`src/rtl/msg_schedule.sv`:
```
// ---------------------------------------------------------------------------
// msg_schedule
//
// Streaming SHA message-schedule generator. A 512-bit block is taken in
// through a valid/ready load handshake. The round words W[0..N-1] are then
// emitted one per accepted beat on a valid/ready output. Each block selects
// its own mode: SHA-1 expansion (N=80) or SHA-256 expansion (N=64).
//
// Parameters:
//   SHA256_EN  1 builds the SHA-256 expansion path. 0 removes it, and the
//              block is always treated as SHA-1.
//   WORD_W     word width. Must be 32.
//
// Ports:
//   clk         rising-edge clock
//   rst_n       synchronous active-low reset
//   load_valid  a block is presented on block/mode
//   load_ready  a block can be accepted this cycle
//   mode        0=SHA-1, 1=SHA-256, captured together with the block
//   block       message block, W[0] in bits [511:480]
//   abort       drop the current block and return to idle
//   w_valid     w holds a valid round word
//   w_ready     consumer accepts w
//   w           current round word (always the oldest schedule word)
//   round       index of the word on w
//   last        w is the final word of the block
// ---------------------------------------------------------------------------
module msg_schedule #(
  parameter int SHA256_EN = 1,
  parameter int WORD_W    = 32
) (
  input  logic              clk,
  input  logic              rst_n,
  input  logic              load_valid,
  output logic              load_ready,
  input  logic              mode,
  input  logic [511:0]      block,
  input  logic              abort,
  output logic              w_valid,
  input  logic              w_ready,
  output logic [WORD_W-1:0] w,
  output logic [6:0]        round,
  output logic              last
);

  // The schedule window and every tap offset assume 32-bit words.
  if (WORD_W != 32) begin : gBadWordW
    $error("msg_schedule: WORD_W must be 32");
  end

  typedef enum logic {
    IDLE = 1'b0,
    RUN  = 1'b1
  } state_t;

  // SHA-256 small sigma functions.
  function automatic logic [31:0] sigma0(input logic [31:0] x);
    sigma0 = {x[6:0], x[31:7]} ^ {x[17:0], x[31:18]} ^ {3'b000, x[31:3]};
  endfunction

  function automatic logic [31:0] sigma1(input logic [31:0] x);
    sigma1 = {x[16:0], x[31:17]} ^ {x[18:0], x[31:19]} ^ {10'b0, x[31:10]};
  endfunction

  state_t        r_state;
  logic [511:0]  r_sched;
  logic          r_modeQ;
  logic [6:0]    r_round;

  state_t        w_stateNext;
  logic          w_doLoad;
  logic          w_doShift;
  logic          w_clrRound;
  logic          w_beat;
  logic          w_isLast;
  logic [6:0]    w_lastIdx;
  logic          w_modeIn;
  logic [31:0]   w_sha1Mix;
  logic [31:0]   w_sha1Word;
  logic [31:0]   w_sha256Word;
  logic [WORD_W-1:0] w_nextWord;

  // With the SHA-256 path removed the captured mode is pinned to SHA-1,
  // so the adder tree and the 64-word length decode both fall away.
  if (SHA256_EN != 0) begin : gSha256
    assign w_modeIn     = mode;
    assign w_sha256Word = sigma1(r_sched[63:32]) + r_sched[223:192]
                        + sigma0(r_sched[479:448]) + r_sched[511:480];
  end else begin : gNoSha256
    assign w_modeIn     = 1'b0;
    assign w_sha256Word = '0;
  end

  // SHA-1 next word: W[i-3] ^ W[i-8] ^ W[i-14] ^ W[i-16], rotated left by 1.
  assign w_sha1Mix  = r_sched[95:64] ^ r_sched[255:224]
                    ^ r_sched[447:416] ^ r_sched[511:480];
  assign w_sha1Word = {w_sha1Mix[30:0], w_sha1Mix[31]};
  assign w_nextWord = r_modeQ ? w_sha256Word : w_sha1Word;

  assign w_lastIdx = r_modeQ ? 7'd63 : 7'd79;
  assign w_valid   = (r_state == RUN);
  assign w_beat    = w_valid & w_ready;
  assign w_isLast  = w_valid & (r_round == w_lastIdx);
  assign last      = w_isLast;
  assign w         = r_sched[511:480];
  assign round     = r_round;

  // The final beat reopens the load port so the next block can follow with
  // no bubble. abort masks this because an aborted cycle never loads.
  assign load_ready = (r_state == IDLE) | (w_beat & w_isLast & ~abort);

  // Next-state and datapath control. abort has priority over both the
  // beat and a reload. The final beat either reloads or drops to IDLE,
  // so round never wraps.
  always_comb begin
    w_stateNext = r_state;
    w_doLoad    = 1'b0;
    w_doShift   = 1'b0;
    w_clrRound  = 1'b0;
    case (r_state)
      IDLE: begin
        if (load_valid) begin
          w_doLoad    = 1'b1;
          w_stateNext = RUN;
        end
      end
      RUN: begin
        if (abort) begin
          w_stateNext = IDLE;
          w_clrRound  = 1'b1;
        end else if (w_beat) begin
          if (w_isLast) begin
            if (load_valid) begin
              w_doLoad = 1'b1;
            end else begin
              w_doShift   = 1'b1;
              w_clrRound  = 1'b1;
              w_stateNext = IDLE;
            end
          end else begin
            w_doShift = 1'b1;
          end
        end
      end
      default: w_stateNext = IDLE;
    endcase
  end

  // FSM state register.
  always_ff @(posedge clk) begin
    if (!rst_n) begin
      r_state <= IDLE;
    end else begin
      r_state <= w_stateNext;
    end
  end

  // Schedule window, captured mode and round counter. The window is left
  // untouched by abort. Only reset clears it.
  always_ff @(posedge clk) begin
    if (!rst_n) begin
      r_sched <= '0;
      r_modeQ <= 1'b0;
      r_round <= '0;
    end else if (w_doLoad) begin
      r_sched <= block;
      r_modeQ <= w_modeIn;
      r_round <= '0;
    end else begin
      if (w_doShift) begin
        r_sched <= {r_sched[479:0], w_nextWord};
      end
      if (w_clrRound) begin
        r_round <= '0;
      end else if (w_doShift) begin
        r_round <= r_round + 7'd1;
      end
    end
  end

endmodule

```
`config.mk`:
```
export PLATFORM = sky130hd
export DESIGN_NAME = msg_schedule
export DESIGN_NICKNAME = d
export VERILOG_FILES = /design/src/rtl/msg_schedule.sv
export SDC_FILE = /design/constraint.sdc
export NUM_CORES = 2
export LEC_CHECK = 0
export BUFFER_PORTS_ARGS = -buffer_cell sky130_fd_sc_hd__buf_2
export CORE_UTILIZATION = 40
export DETAILED_ROUTE_END_ITERATION = 7
export SETUP_SLACK_MARGIN = 0.15
export SYNTH_ARGS = -nofsm -noshare
export SYNTH_HDL_FRONTEND = slang
export SYNTH_SLANG_ARGS = --single-unit
export TNS_END_PERCENT = 20
```
`constraint.sdc`:
```
create_clock -name clk -period 4.3 [get_ports clk]
set_input_delay 0.86 -clock clk [delete_from_list [all_inputs] [get_ports clk]]
set_output_delay 0.86 -clock clk [all_outputs]
set_load 0.1 [all_outputs]
```
==> impl_metrics.prom <==
# TYPE chip_impl_metric gauge
chip_impl_metric{name="finalCriticalPeriod",unit="ns"} 4.25
chip_impl_metric{name="cell_int_power",unit="mW"} 11.0
chip_impl_metric{name="synth_edf_count",unit=""} 0
chip_impl_metric{name="critPathMaxStageDelay",unit="ns"} 0.57
chip_impl_metric{name="max_slew.worst_pin.slew",unit="ns"} 0.877
chip_impl_metric{name="switching_fraction_of_total_power",unit="%"} 38.0
chip_impl_metric{name="yosys_register_bits",unit=""} 521
chip_impl_metric{name="max_cap_violations",unit=""} 0
chip_impl_metric{name="timing.final.setup_violations",unit=""} 0
chip_impl_info{name="timing.critical_path.to_type",value="register"} 1
chip_impl_metric{name="clkPwrFrac",unit="%"} 28.9
chip_impl_info{name="critPathSlowestCell",value="fa_2"} 1
chip_impl_info{name="cts_tree",value="done"} 1
chip_impl_metric{name="detailedPlacementHpwl",unit="microns"} 102000
chip_impl_metric{name="layout-drive-gt1-share",unit="%"} 22.8
chip_impl_metric{name="grt_first_pass_wirelength",unit="microns"} 181000
chip_impl_metric{name="cellLeakagePower",unit="nW"} 13.8
chip_impl_metric{name="worstPathArrival",unit="ns"} 4.79
chip_impl_metric{name="mappedNetlistNets",unit=""} 4214
chip_impl_info{name="worstPathCellList",value="buf_4 -> xor2_2 -> xnor2_1 -> buf_4 -> fa_2 -> fa_2 -> inv_2 -> ha_4 -> buf_4 -> a32o_2 -> a211oi_4 -> a211oi_2 -> o211ai_2 -> buf_4 -> a21oi_1 -> or4_1 -> and3_1"} 1
chip_impl_metric{name="total_switching_power",unit="mW"} 6.76
chip_impl_metric{name="first_iter_violations",unit=""} 3444
chip_impl_metric{name="place.port_buffers",unit=""} 559
chip_impl_info{name="path_common_cell",value="buf_4"} 1
chip_impl_metric{name="detail_route.wl_per_cell",unit="microns"} 26.1
chip_impl_metric{name="clockBufferDepth",unit=""} 3
chip_impl_metric{name="relSlewSlack",unit="%"} 41.5
chip_impl_metric{name="worst_hold_slack",unit="ns"} 0.444
chip_impl_metric{name="n_fill_cell",unit=""} 7048
chip_impl_metric{name="timing.critical_path.required",unit="ns"} 4.84
chip_impl_metric{name="antenna_violating_nets_post_route",unit=""} 0
chip_impl_metric{name="finClkSkew",unit="ns"} 0.0490
chip_impl_metric{name="grt_max_degree",unit=""} 171
chip_impl_metric{name="yosysWarningCount",unit=""} 0
chip_impl_metric{name="yosys.area.top_type_share",unit="%"} 37.0
chip_impl_metric{name="boundaryPins",unit=""} 560
chip_impl_info{name="yosys_most_used_dff",value="dfxtp_1"} 1
chip_impl_info{name="cells_taking_the_most_area_after_synthesis",value="dfxtp_1, nand2_1, a311oi_1"} 1
chip_impl_metric{name="number_of_vias_after_detailed_routing",unit=""} 28400
chip_impl_metric{name="clkTransAtPathRegs",unit="ns"} 0.06
chip_impl_metric{name="cp.buffers_inverters",unit=""} 5
chip_impl_metric{name="detailedRoute.firstPassIterationCount",unit=""} 6
chip_impl_info{name="critPathLaunchType",value="register"} 1
chip_impl_metric{name="grt_overflow",unit=""} 0
chip_impl_metric{name="report.final.slew_viol_count",unit=""} 0
chip_impl_metric{name="fmaxAchievable",unit="GHz"} 0.235
chip_impl_metric{name="detail_route.drc_violations",unit=""} 0
chip_impl_metric{name="chipHeight",unit="microns"} 267
chip_impl_metric{name="core",unit="sq um"} 69200
chip_impl_metric{name="seq_area_frac_synth",unit="%"} 37.0
chip_impl_metric{name="avgSynthCellArea",unit="sq um"} 7.82
chip_impl_metric{name="syn-instance-count",unit=""} 3602
chip_impl_metric{name="clock_buffer_count_from_cts",unit=""} 58
chip_impl_metric{name="drt-vias-per-instance",unit=""} 5.66
chip_impl_metric{name="finalWirelength",unit="microns"} 131000
chip_impl_metric{name="die-area",unit="sq um"} 71500
chip_impl_metric{name="vdd_ir_drop_max",unit="mV"} 0.350
chip_impl_info{name="hold_path_class",value="input pin to register"} 1
chip_impl_metric{name="initial_utilization",unit="%"} 40.7
chip_impl_info{name="ctsRootBufferMaster",value="clkbuf_16"} 1
chip_impl_metric{name="netlist_area",unit="sq um"} 28200
chip_impl_metric{name="nNetsFinal",unit=""} 4645
chip_impl_metric{name="cts_htree_levels",unit=""} 2
chip_impl_metric{name="cts_sinks",unit=""} 521
chip_impl_metric{name="globalRouteTotalUtil",unit="%"} 35.3
chip_impl_metric{name="finalHoldViolations",unit=""} 0
chip_impl_metric{name="area_growth_syn_to_layout",unit="%"} 22.2
chip_impl_info{name="category_of_cells_accounting_for_the_largest_share_of_critical_path_delay",value="adder cells"} 1
chip_impl_info{name="synth_largest_area_cell",value="dfxtp_1"} 1
chip_impl_metric{name="first_global_vias",unit=""} 25800
chip_impl_info{name="grt_setup_unrepaired",value="yes"} 1
chip_impl_metric{name="placementRows",unit=""} 96
chip_impl_info{name="result_of_the_run",value="completed"} 1
chip_impl_metric{name="comb_power_share",unit="%"} 39.1
chip_impl_metric{name="post-route-period-util",unit="%"} 98.9
chip_impl_info{name="timing_worst_setup_path_type",value="register to register"} 1
chip_impl_metric{name="layout.core_utilization",unit="%"} 49.8
chip_impl_metric{name="ctsHoldBuffers",unit=""} 0
chip_impl_metric{name="chipWidth",unit="microns"} 267
chip_impl_metric{name="part_of_the_power_in_registers",unit="%"} 32.1
chip_impl_metric{name="synth_async_sr_flop_share",unit="%"} 0
chip_impl_metric{name="worst-path-max-fanout",unit=""} 5
chip_impl_metric{name="power_per_unit_of_standard_cell_area",unit="nW/um^2"} 517
chip_impl_metric{name="grt_antenna_before_repair",unit=""} 14
chip_impl_metric{name="synth.lib_cells_used.distinct",unit=""} 72
chip_impl_metric{name="place_congestion",unit=""} 1.02
chip_impl_metric{name="worstSkewPairLatency",unit="ns"} 0.66
chip_impl_metric{name="worst-r2r-setup-slack",unit="ns"} 0.05
[synthesized netlist by cell type, types with 7 or more instances]
library cell and count:
buf_2 81, inv_1 124, a311oi_2 34, nand2_1 907
a22oi_1 33, a221oi_1 8, clkbuf_1 238, ha_1 32
fa_1 62, buf_4 34, a211oi_1 14, a21o_1 16
nor3_1 7, dfxtp_1 521, xnor2_1 171, o211ai_1 96
nand4_1 10, buf_6 10, a311oi_1 332, nor2_1 496
a21oi_1 75, o21ai_0 128, xor2_1 72, nand3_1 13
and3_1 7
[cells by family (layout without fill, tap and decap cells)]
family | after synthesis | in the layout | synth area share, %
compound gates | 778 | 778 | 21.6
xor+xnor | 243 | 243 | 7.55
fa+ha+maj | 94 | 94 | 5.82
buf+inv | 492 | 967 | 7.63
flops | 521 | 521 | 37.0
mux | 6 | 6 | 0.226
other cells | 0 | 13 | 0
simple gates | 1468 | 1468 | 20.1
[through the flow]
step | TNS [ns] | worst slack, ns | power, mW | instances | instance area [sq um]
floorplan | 0 | 0.240 | 9.57 | 3602 | 28200
global placement | -0.741 | -0.156 | 12.2 | 4897 | 32100
detailed placement | -1.11 | -0.212 | 12.1 | 4897 | 32100
CTS | 0 | 0.108 | 17.4 | 5005 | 34200
global route | -0.109 | -0.0487 | 18.6 | 5018 | 34400
finish | 0 | 0.0483 | 17.8 | 5021 | 34400
[cells in the final DEF (no fill, tap or decap), types with 6 or more instances in the layout]
cell type	synthesis	layout
nand2_1	907	906
buf_2	81	559
dfxtp_1	521	513
nor2_1	496	496
a311oi_1	332	332
xnor2_1	171	168
buf_4	34	153
o21ai_0	128	125
inv_1	124	120
o211ai_1	96	96
a21oi_1	75	69
xor2_1	72	64
fa_1	62	59
clkbuf_16	0	58
a311oi_2	34	33
a22oi_1	33	33
ha_1	32	25
buf_12	0	24
a21o_1	16	15
clkbuf_1	238	14
clkbuf_8	0	14
diode_2	0	13
nand3_1	13	13
nand4_1	10	10
a211oi_1	14	10
clkinv_2	0	10
xor2_2	0	8
a221oi_1	8	7
nor3_1	7	7
and3_1	7	6
dfxtp_2	0	6
[sequential cells by signal, indices dropped and copies added, names as in the netlist]
signal,count
r_sched,512
w_valid,1
r_modeQ,1
round,7
[what timing repair did]
action / in CTS / in global routing
cloned: 0 / 0
hold endpoints to repair: 0 / 0
pin swaps: 16 / 10
gates resized for setup: 36 / 27
buffers inserted: 4 / 3
setup endpoints to repair: 17 / 19
[power by group through the flow]
| stage | clock (mW) | sequential, mW | combinational (mW) |
|---|---|---|---|
| finish | 5.14 | 5.71 | 6.95 |
| global route | 5.37 | 5.72 | 7.47 |
| CTS | 5.19 | 5.68 | 6.57 |
| detailed placement | 0 | 5.78 | 6.35 |
| global placement | 0 | 5.78 | 6.41 |
| floorplan | 0 | 5.55 | 4.02 |
[worst min-delay path, stage by stage]
cell and delay (ns):
buf_2 0.08, nand3_1 0.05, o21ai_0 0.06
[per-layer routing]
layer  part of all wire, %  GRT usage (%)  up-vias  wire, microns
met4                   4.6           15.0        2           6010
met2                    45           54.2     1332          58200
met5                 0.011              0        -             14
met3                   8.1           6.14      211          10600
met1                    43           48.6    13700          55900
li1                      -              -    13100              -
[area by class of cell]
cell class                      count  area [sq um]  area share (%)
Antenna cell                       13          32.5          0.0945
Clock buffer                       86          1700            4.93
Clock inverter                     18           248           0.719
Inverter                          125           477            1.38
Multi-Input combinational cell   2589         15900            46.2
Sequential cell                   521         10400            30.3
Tap cell                          931          1160            3.38
Timing Repair Buffer              738          4450            12.9
[final timing paths]
path,depth (start not counted),startpoint,to
worst max-delay path,17,r_sched[59]$_SDFFE_PN0P_,r_sched[30]$_SDFFE_PN0P_
worst min register to register,2,r_sched[382]$_SDFFE_PN0P_,r_sched[382]$_SDFFE_PN0P_
worst min-delay path,3,block[8],r_sched[8]$_SDFFE_PN0P_
worst max register to register,17,r_sched[59]$_SDFFE_PN0P_,r_sched[30]$_SDFFE_PN0P_
Power figures use the tool's default switching activity.
